### src/rtl/instr_pkg.sv
// Shared opcodes, field positions, FSM states and the built-in program for the fetch/execute stage.
// Pure definitions: no latency and no backpressure of its own.
package instr_pkg;

  localparam int INSTR_W = 8;
  localparam int OPC_LSB = 6;
  localparam int TGT_LSB = 4;
  localparam int IMM_LSB = 0;

  localparam logic [1:0] OP_NOP = 2'b00;
  localparam logic [1:0] OP_LDI = 2'b01;
  localparam logic [1:0] OP_DEC = 2'b10;
  localparam logic [1:0] OP_JMP = 2'b11;

  localparam logic [INSTR_W-1:0] NOP_WORD = 8'h00;

  typedef enum logic {
    S_IDLE = 1'b0,
    S_RUN  = 1'b1
  } state_t;

  // LDI 3; DEC; JMP->01; NOP
  localparam logic [INSTR_W-1:0] DEFAULT_PROG [4] = '{8'h43, 8'h80, 8'hD0, 8'h00};

  function automatic logic [1:0] opcode(input logic [INSTR_W-1:0] word);
    return word[OPC_LSB +: 2];
  endfunction

endpackage

### src/rtl/instr_fetch_exec_if.sv
// Bus between the 2-bit program counter / loader and the fetch/execute stage.
// Loader side uses valid/ready; everything else is a plain per-cycle level.
interface instr_fetch_exec_if;
  logic       pc0;
  logic       pc1;
  logic       start;
  logic       stop;
  logic       ld_valid;
  logic       ld_ready;
  logic [1:0] ld_addr;
  logic [7:0] ld_data;
  logic       a0;
  logic       b0;
  logic       status;
  logic       running;

  modport master (
    output pc0, pc1, start, stop, ld_valid, ld_addr, ld_data,
    input  ld_ready, a0, b0, status, running
  );

  modport slave (
    input  pc0, pc1, start, stop, ld_valid, ld_addr, ld_data,
    output ld_ready, a0, b0, status, running
  );
endinterface

### src/rtl/prog_mem.sv
// 4x8 program store: synchronous write, combinational read feeding the IR register (PROG_LOAD_EN selects RAM vs ROM).
// Write visible to the read port on the following cycle; never stalls.
module prog_mem
  import instr_pkg::*;
#(
  parameter int DEPTH = 4
) (
  input  logic               clk,
  input  logic               we,
  input  logic [1:0]         waddr,
  input  logic [INSTR_W-1:0] wdata,
  input  logic [1:0]         raddr,
  output logic [INSTR_W-1:0] rdata
);

  logic [INSTR_W-1:0] mem [DEPTH];

`ifdef PROG_LOAD_EN
  // Contents deliberately survive reset so a loaded program can be rerun.
  always_ff @(posedge clk) begin
    if (we) begin
      mem[waddr] <= wdata;
    end
  end
`else
  logic unused_wr_port;
  assign mem            = DEFAULT_PROG;
  assign unused_wr_port = ^{clk, we, waddr, wdata};
`endif

  assign rdata = mem[raddr];

endmodule

### src/rtl/instr_fetch_exec.sv
// Fetch/execute stage: IR <= mem[pc] (1 cycle), execute on the next edge; a0/b0 combinational from IR.
// Loader is accepted only in IDLE (ld_ready); PROG_LOAD_EN undefined gives a fixed ROM and ld_ready=0.
module instr_fetch_exec
  import instr_pkg::*;
#(
  parameter int ACC_W = 4,
  parameter int DEPTH = 4
) (
  input logic               clk,
  input logic               rst,
  instr_fetch_exec_if.slave bus
);

  localparam logic [ACC_W-1:0] ACC_ONE = 1;

  state_t             state, state_nxt;
  logic [INSTR_W-1:0] ir, ir_nxt, mem_rdat;
  logic [ACC_W-1:0]   acc, acc_nxt;
  logic               status, status_nxt;
  logic               ld_fire;

  prog_mem #(.DEPTH(DEPTH)) u_prog_mem (
    .clk   (clk),
    .we    (ld_fire),
    .waddr (bus.ld_addr),
    .wdata (bus.ld_data),
    .raddr ({bus.pc1, bus.pc0}),
    .rdata (mem_rdat)
  );

  always_ff @(posedge clk) begin
    if (rst) begin
      state  <= S_IDLE;
      ir     <= NOP_WORD;
      acc    <= '0;
      status <= 1'b1;
    end else begin
      state  <= state_nxt;
      ir     <= ir_nxt;
      acc    <= acc_nxt;
      status <= status_nxt;
    end
  end

  always_comb begin
    state_nxt  = state;
    acc_nxt    = acc;
    status_nxt = status;
    case (state)
      S_IDLE: if (bus.start) state_nxt = S_RUN;
      S_RUN:  if (bus.stop)  state_nxt = S_IDLE;
    endcase
    // Fetch on every edge that lands in RUN, including the start edge; NOP otherwise.
    ir_nxt = (state_nxt == S_RUN) ? mem_rdat : NOP_WORD;
    case (opcode(ir))
      OP_LDI: begin
        acc_nxt    = ir[IMM_LSB +: ACC_W];
        status_nxt = (acc_nxt == '0);
      end
      OP_DEC: begin
        acc_nxt    = acc - ACC_ONE;
        status_nxt = (acc_nxt == '0);
      end
      default: ;
    endcase
  end

`ifdef PROG_LOAD_EN
  assign bus.ld_ready = (state == S_IDLE);
`else
  assign bus.ld_ready = 1'b0;
`endif

  assign ld_fire     = bus.ld_valid & bus.ld_ready;
  assign bus.a0      = (opcode(ir) == OP_JMP) & ir[TGT_LSB];
  assign bus.b0      = (opcode(ir) == OP_JMP) & ir[TGT_LSB+1];
  assign bus.status  = status;
  assign bus.running = (state == S_RUN);

endmodule

### src/flat_wrapper.sv
// flat-port wrapper written by rule: the top's interface ports become plain ports
module instr_fetch_exec_flat import instr_pkg::*;
#(
  parameter int ACC_W = 4,
  parameter int DEPTH = 4
)
  (clk, rst, bus_pc0, bus_pc1, bus_start, bus_stop, bus_ld_valid, bus_ld_addr, bus_ld_data, bus_ld_ready, bus_a0, bus_b0, bus_status, bus_running);
  instr_fetch_exec_if bus_i ();
  input logic clk;
  input logic rst;
  input wire logic [$bits(bus_i.pc0)-1:0] bus_pc0;
  input wire logic [$bits(bus_i.pc1)-1:0] bus_pc1;
  input wire logic [$bits(bus_i.start)-1:0] bus_start;
  input wire logic [$bits(bus_i.stop)-1:0] bus_stop;
  input wire logic [$bits(bus_i.ld_valid)-1:0] bus_ld_valid;
  input wire logic [$bits(bus_i.ld_addr)-1:0] bus_ld_addr;
  input wire logic [$bits(bus_i.ld_data)-1:0] bus_ld_data;
  output wire logic [$bits(bus_i.ld_ready)-1:0] bus_ld_ready;
  output wire logic [$bits(bus_i.a0)-1:0] bus_a0;
  output wire logic [$bits(bus_i.b0)-1:0] bus_b0;
  output wire logic [$bits(bus_i.status)-1:0] bus_status;
  output wire logic [$bits(bus_i.running)-1:0] bus_running;
  assign bus_i.pc0 = bus_pc0;
  assign bus_i.pc1 = bus_pc1;
  assign bus_i.start = bus_start;
  assign bus_i.stop = bus_stop;
  assign bus_i.ld_valid = bus_ld_valid;
  assign bus_i.ld_addr = bus_ld_addr;
  assign bus_i.ld_data = bus_ld_data;
  assign bus_ld_ready = bus_i.ld_ready;
  assign bus_a0 = bus_i.a0;
  assign bus_b0 = bus_i.b0;
  assign bus_status = bus_i.status;
  assign bus_running = bus_i.running;
  instr_fetch_exec #(.ACC_W(ACC_W), .DEPTH(DEPTH)) u_core (.clk(clk), .rst(rst), .bus(bus_i));
endmodule
### config.mk
export PLATFORM = sky130hd
export DESIGN_NAME = instr_fetch_exec_flat
export DESIGN_NICKNAME = d
export VERILOG_FILES = /design/src/rtl/instr_pkg.sv /design/src/rtl/instr_fetch_exec_if.sv /design/src/rtl/prog_mem.sv /design/src/rtl/instr_fetch_exec.sv /design/src/flat_wrapper.sv
export SDC_FILE = /design/constraint.sdc
export NUM_CORES = 1
export LEC_CHECK = 0
export CAP_MARGIN = 25
export CORE_AREA = 2 2 39 41
export CTS_CLUSTER_DIAMETER = 200
export DETAILED_ROUTE_END_ITERATION = 12
export DIE_AREA = 0 0 41 43
export PLACE_DENSITY = 0.76
export SLEW_MARGIN = 20
export SYNTH_ARGS = -nofsm -noshare
export SYNTH_HDL_FRONTEND = slang
export SYNTH_SLANG_ARGS = --single-unit
### constraint.sdc
create_clock -name clk -period 2.4 [get_ports clk]
set_input_delay 0.48 -clock clk [delete_from_list [all_inputs] [get_ports clk]]
set_output_delay 0.48 -clock clk [all_outputs]
set_load 0.02 [all_outputs]
==> reports/results.ini, run 1 <==
[sta]
finalCritPeriodShare_pct = 79.9
drv_slew = 0
grt_setup_unrepaired = false
min_period_ns = 1.92
hold_viol_final = 0
setup_ws_ns = 0.482
holdWs_ns = 0.522
setup_tns_ns = 0
fin_worst_skew_ns = 0.00323
fmax_ghz = 0.521
setup_viol = 0

[place]
placed_area_sq_um = 616
dp_cells = 79
gp_congestion = 0.611
dpl_worst_slack_ns = 0.714
dp_hpwl_um = 706
io_buffers = 8

[yosys]
netlist_top_cells_area = dfxtp_1, ha_1, and2_1
yosysMostFrequentCell = dfxtp_1
synth.largest_area_cell = dfxtp_1
yosys_warnings = 0
synthFlopType = dfxtp_1
synth_edf_count = 0
synth_area_per_cell_sq_um = 9.31
syn_inst = 57
ys_top_cells_by_count = dfxtp_1, ha_1, inv_1
async_flop_share_pct = 0
syn_area_sq_um = 531
synth_top_cell_area_share_pct = 37.7
synth-seq-area-share_pct = 37.7
synth.distinct_cells = 26
synth_seq_cells = 10

[route]
wl_met3_um = 61
antenna_left = 0
drc_errors = 0
vias = 411
drt-total-wl_um = 913
drt_iter0_markers = 6
dr_wl_met2_um = 468
dr.pass1.iters = 3
met1_length_um = 384
vias_per_cell = 5.01
highest_layer = met3
routedWlPerCell_um = 11.1

[run]
timing.max_cap.violations = 0

[floorplanning]
die_y_um = 43
die-area_sq_mm = 0.00176
initial_core_util_pct = 38.3
io_pins = 22
coreArea_sq_mm = 0.00138
row_count = 14
dieWidth_um = 41

[worst_setup_path]
worstPathMaxFanout = 2
timing.rr.start = u_core.acc[0]
start_kind = flip-flop
r2r_cells = 5
critical_path_class = reg2out
cp-end-kind = output pin
cp.required_ns = 1.92
worst-r2r-setup-slack_ns = 1.06
r2r-end = u_core.bus.status
critPathArrivalTime_ns = 1.44

[run_status]
status = completed

[global_route]
first_global_vias = 378
grt_max_degree = 10
grt-ovfl-total = 0
grt_use_total_pct = 13.5
grt_pass1_wl_mm = 1.52
antenna_found_initial = 0

[clock_network]
post_cts_buffers = 0
ctsResizeCount = 0
clk_pin_slew_ns = 0.06
cts_tree = built
cts_max_level = 1
cts_buffer_depth = 2
cts_root_buf = clkbuf_4
clkSinkCount = 10
cts_hold_buf = 0
clk_latency_ns = 0.26
cts_buffers = 3

[pwr]
power_density_mw_per_mm2 = 560
cellLeakagePower_nw = 0.247
totalPowerFinal_mw = 0.357
vdd_drop_max_mv = 0.390

[hold_path]
hold_path.class = reg2reg
hold_depth = 1
worstHoldEndpoint = u_core.bus.running
hp-start = u_core.bus.running

[cells_and_area]
area_growth_pct = 20.3
fin_area_sq_um = 638
nNetsFinal = 91
utilization_pct = 46.1
drive_gt1_share_pct = 10.6
stdcell_count = 82
n_antenna_cell = 0

-- layout make-up --
cell class                      count  area [sq um]
Fill cell                         137           746
Tap cell                           16          20.0
Inverter                            5          18.8
Clock buffer                        3          22.5
Multi-Input combinational cell     40           297
Sequential cell                    10           200
Timing Repair Buffer                8          80.1
-- report_power, final --
group          leakage [nW]  internal (mW)  total (mW)  switching [mW]
Combinational         0.152         0.0302      0.0641          0.0339
Sequential           0.0817          0.175       0.183         0.00752
Clock                0.0138         0.0577       0.111          0.0529
Total                 0.247          0.263       0.357          0.0943
-- worst max-delay path by stage --
stage                      start       endpoint  slack [ns]
floorplan           u_core.ir[6]  u_core.acc[2]        1.16
global placement             rst   u_core.ir[7]        0.76
detailed placement           rst   u_core.ir[4]        0.71
CTS                 u_core.ir[7]         bus_a0        0.47
global route        u_core.ir[6]         bus_a0        0.40
finish              u_core.ir[7]         bus_a0        0.48
-- critical path: stages, from the launching register on --
cell and delay (ns):
dfxtp_1 0.34, ha_1 0.14, and2_1 0.11, clkdlybuf4s50_1 0.59
-- sequential cells by signal, summed over array words and instances (netlist names) --
name and count:
u_core.bus.running 1, u_core.bus.status 1, u_core.ir 4, u_core.acc 4
-- cells in the final DEF (no fill, tap or decap) --
cell / netlist / layout
a211o_1: 1 / 1
a211oi_1: 2 / 2
a211oi_2: 1 / 1
a21oi_1: 2 / 2
a21oi_2: 1 / 1
a31oi_1: 1 / 1
and2_1: 4 / 4
and4bb_1: 1 / 1
clkbuf_4: 0 / 3
clkdlybuf4s50_1: 0 / 8
conb_1: 1 / 2
dfxtp_1: 10 / 10
ha_1: 6 / 6
inv_1: 5 / 5
nand2_1: 3 / 3
nand3b_1: 1 / 1
nand4_1: 1 / 1
nor2_1: 1 / 1
nor2_2: 1 / 1
nor2b_1: 3 / 3
nor3_1: 2 / 2
nor3b_1: 1 / 1
nor3b_2: 1 / 1
o21a_1: 1 / 1
o21ai_0: 3 / 3
o31a_1: 1 / 1
-- cell families after synthesis --
| kind of cell | after synthesis | synth area share, % |
|---|---|---|
| AOI/OAI and AO/OA | 13 | 17.5 |
| adders and majority gates | 6 | 14.2 |
| buffers and inverters | 8 | 7.07 |
| DFF | 10 | 37.7 |
| other | 1 | 0.707 |
| and+or+nand+nor | 19 | 22.9 |
-- per-layer routing --
metal | track usage, % | vias up
met5 | 0 | -
met4 | 4.00 | 0
met3 | 9.42 | 0
met2 | 20.9 | 9
met1 | 14.1 | 189
li1 | - | 213
No activity file was read; power rests on OpenSTA's default activity.
==> run 2: changes to the inputs <==
--- a/config.mk
+++ b/config.mk
@@ -6,11 +6,11 @@
 export NUM_CORES = 1
 export LEC_CHECK = 0
 export CAP_MARGIN = 25
-export CORE_AREA = 2 2 39 41
+export CORE_MARGIN = 2
+export CORE_UTILIZATION = 40
 export CTS_CLUSTER_DIAMETER = 200
 export DETAILED_ROUTE_END_ITERATION = 12
-export DIE_AREA = 0 0 41 43
-export PLACE_DENSITY = 0.76
+export PLACE_DENSITY = 0.77
 export SLEW_MARGIN = 20
 export SYNTH_ARGS = -nofsm -noshare
 export SYNTH_HDL_FRONTEND = slang
==> constraint.sdc (replaced) <==
create_clock -name clk -period 1.95 [get_ports clk]
set_input_delay 0.39 -clock clk [delete_from_list [all_inputs] [get_ports clk]]
set_output_delay 0.39 -clock clk [all_outputs]
set_load 0.02 [all_outputs]
==> run 2 against run 1 <==
First-iteration DRC count fell by 83%. Clock skew fell by 0.0027 ns. Count of clock-buffer cells in the layout rose by 1. Worst hold slack improved by 0.0011 ns. Non-clock buffer count did not move. Global-route usage rose by 0.24 points. Largest cell class unchanged. Largest power group unchanged.
==> reports/results.ini, run 2 (same netlist as run 1, synthesis figures left out) <==
[route]
vias_per_cell = 5.11  ; +1.9%
drt_iter0_markers = 1  ; -5
routedWlPerCell_um = 11.0  ; -0.77%
dr.pass1.iters = 2  ; -1
drc_errors = 0  ; unchanged
antenna_left = 0  ; unchanged
vias = 419  ; +1.9%
drt-total-wl_um = 906  ; -0.77%

[clock_network]
clk_latency_ns = 0.27  ; about the same
ctsResizeCount = 0  ; unchanged
cts_buffer_depth = 2  ; unchanged
clkSinkCount = 10  ; unchanged
post_cts_buffers = 0  ; unchanged
cts_root_buf = clkbuf_4
cts_max_level = 1  ; unchanged
cts_buffers = 3  ; unchanged
cts_hold_buf = 0  ; unchanged
cts_tree = built
clk_pin_slew_ns = 0.07  ; about the same

[cells_and_area]
area_growth_pct = 22.6
mostFrequentLayoutCells = dfxtp_1, clkdlybuf4s50_1, ha_1, inv_1, and2_1
reg_top3 = u_core.acc: 4 flops, u_core.ir: 4 flops
drive_gt1_share_pct = 11.9  ; +1.3 points
seq_area_sq_um = 200  ; unchanged
n_antenna_cell = 0  ; unchanged
layout_commonest_cell = dfxtp_1
stdcell_count = 82  ; unchanged
fillCellCount = 121  ; -12%
nNetsFinal = 91  ; unchanged
multiInputGateArea_sq_um = 297  ; unchanged

[hold_path]
hold_path.class = reg2reg

[sta]
setup_viol = 0  ; unchanged
drv_slew = 0  ; unchanged
min_period_ns = 1.86
fin_worst_skew_ns = 0.000525  ; -0.00270 ns
setup_ws_ns = 0.0946  ; -0.387 ns
finalCritPeriodShare_pct = 95.1
setup_tns_ns = 0  ; unchanged
grt_setup_unrepaired = false
fmax_ghz = 0.539
hold_viol_final = 0  ; unchanged

[worst_setup_path]
critical_path_class = reg2out
cp.required_ns = 1.56  ; -0.36 ns
start_kind = flip-flop
critPathArrivalTime_ns = 1.47  ; +0.03 ns
cp-end-kind = output pin
worst-r2r-setup-slack_ns = 0.60  ; -0.46 ns
worstPathMaxFanout = 2  ; unchanged

[run_status]
status = completed

[pwr]
cellLeakagePower_nw = 0.254  ; +2.9%
totalPowerFinal_mw = 0.492  ; +38%
power_density_mw_per_mm2 = 756  ; +35%
vdd_drop_max_mv = 0.467  ; +20%

[global_route]
antenna_found_initial = 0  ; unchanged
grt_max_degree = 10  ; unchanged
first_global_vias = 369  ; -2.4%
grt_use_total_pct = 13.8  ; +0.24 points
grt-ovfl-total = 0  ; unchanged
grt_pass1_wl_mm = 1.41  ; -7.7%

[floorplanning]
die_y_um = 40.4  ; -6.0%
coreArea_sq_mm = 0.00127  ; -8.3%
dieWidth_um = 40.4  ; -1.4%
row_count = 13  ; -1
io_pins = 22  ; unchanged
die-area_sq_mm = 0.00163  ; -7.3%
initial_core_util_pct = 41.8  ; +3.5 points

[place]
dp_cells = 78  ; -1.3%
dpl_worst_slack_ns = 0.377  ; -0.337 ns
dp_hpwl_um = 677  ; -4.1%
io_buffers = 8  ; unchanged
gp_congestion = 0.682  ; +12%

[run]
timing.max_cap.violations = 0  ; unchanged

==> run 2: changes by cell type in the layout (fill, tap and decap cells not counted) <==
| cell | previous run | this run |
|---|---|---|
| clkbuf_8 | 0 | 1 |
==> run 2: area by class of cell <==
type	count	area share [%]
clock buffers	4	5.58
inverters	5	2.88
multi-input cells	40	45.6
flip-flops and latches	10	30.8
well taps	15	2.88
repair buffers	8	12.3
==> run 2: final timing paths <==
path / start / endpoint / depth (start not counted)
worst min register to register: u_core.acc[1] / u_core.acc[1] / 2
worst min-delay path: u_core.acc[1] / u_core.acc[1] / 2
worst max register to register: u_core.ir[6] / u_core.acc[2] / 5
worst max-delay path: u_core.ir[6] / bus_a0 / 3
==> run 2: power breakdown <==
group / switching, mW / leakage (nW) / internal [mW] / total (mW)
combinational: 0.0426 / 0.152 / 0.0375 / 0.0801
clock: 0.0740 / 0.0210 / 0.113 / 0.187
sequential: 0.00871 / 0.0817 / 0.215 / 0.224
total: 0.125 / 0.254 / 0.366 / 0.492
==> run 2: through the flow <==
stage	hold slack, ns	cell area, sq um	utilization (%)
global route	0.544	651	51.3
floorplan	0.452	534	-
finish	0.523	651	51.3
CTS	0.525	651	51.3
detailed placement	0.515	614	48.4
global placement	0.491	614	48.4
==> run 2: worst max-delay path: stages (launching register included) <==
cell and delay [ns]:
dfxtp_1 0.34, ha_1 0.15, and2_1 0.12, clkdlybuf4s50_1 0.59
==> run 2: per-layer routing <==
metal | GRT usage [%] | vias up | wire [um] | share of wire (%)
li1 | - | 211 | - | -
met2 | 24.2 | 8 | 469 | 52
met5 | 0 | - | 0 | 0
met1 | 12.9 | 197 | 378 | 42
met3 | 8.33 | 3 | 51 | 5.6
met4 | 5.00 | 0 | 8 | 0.88
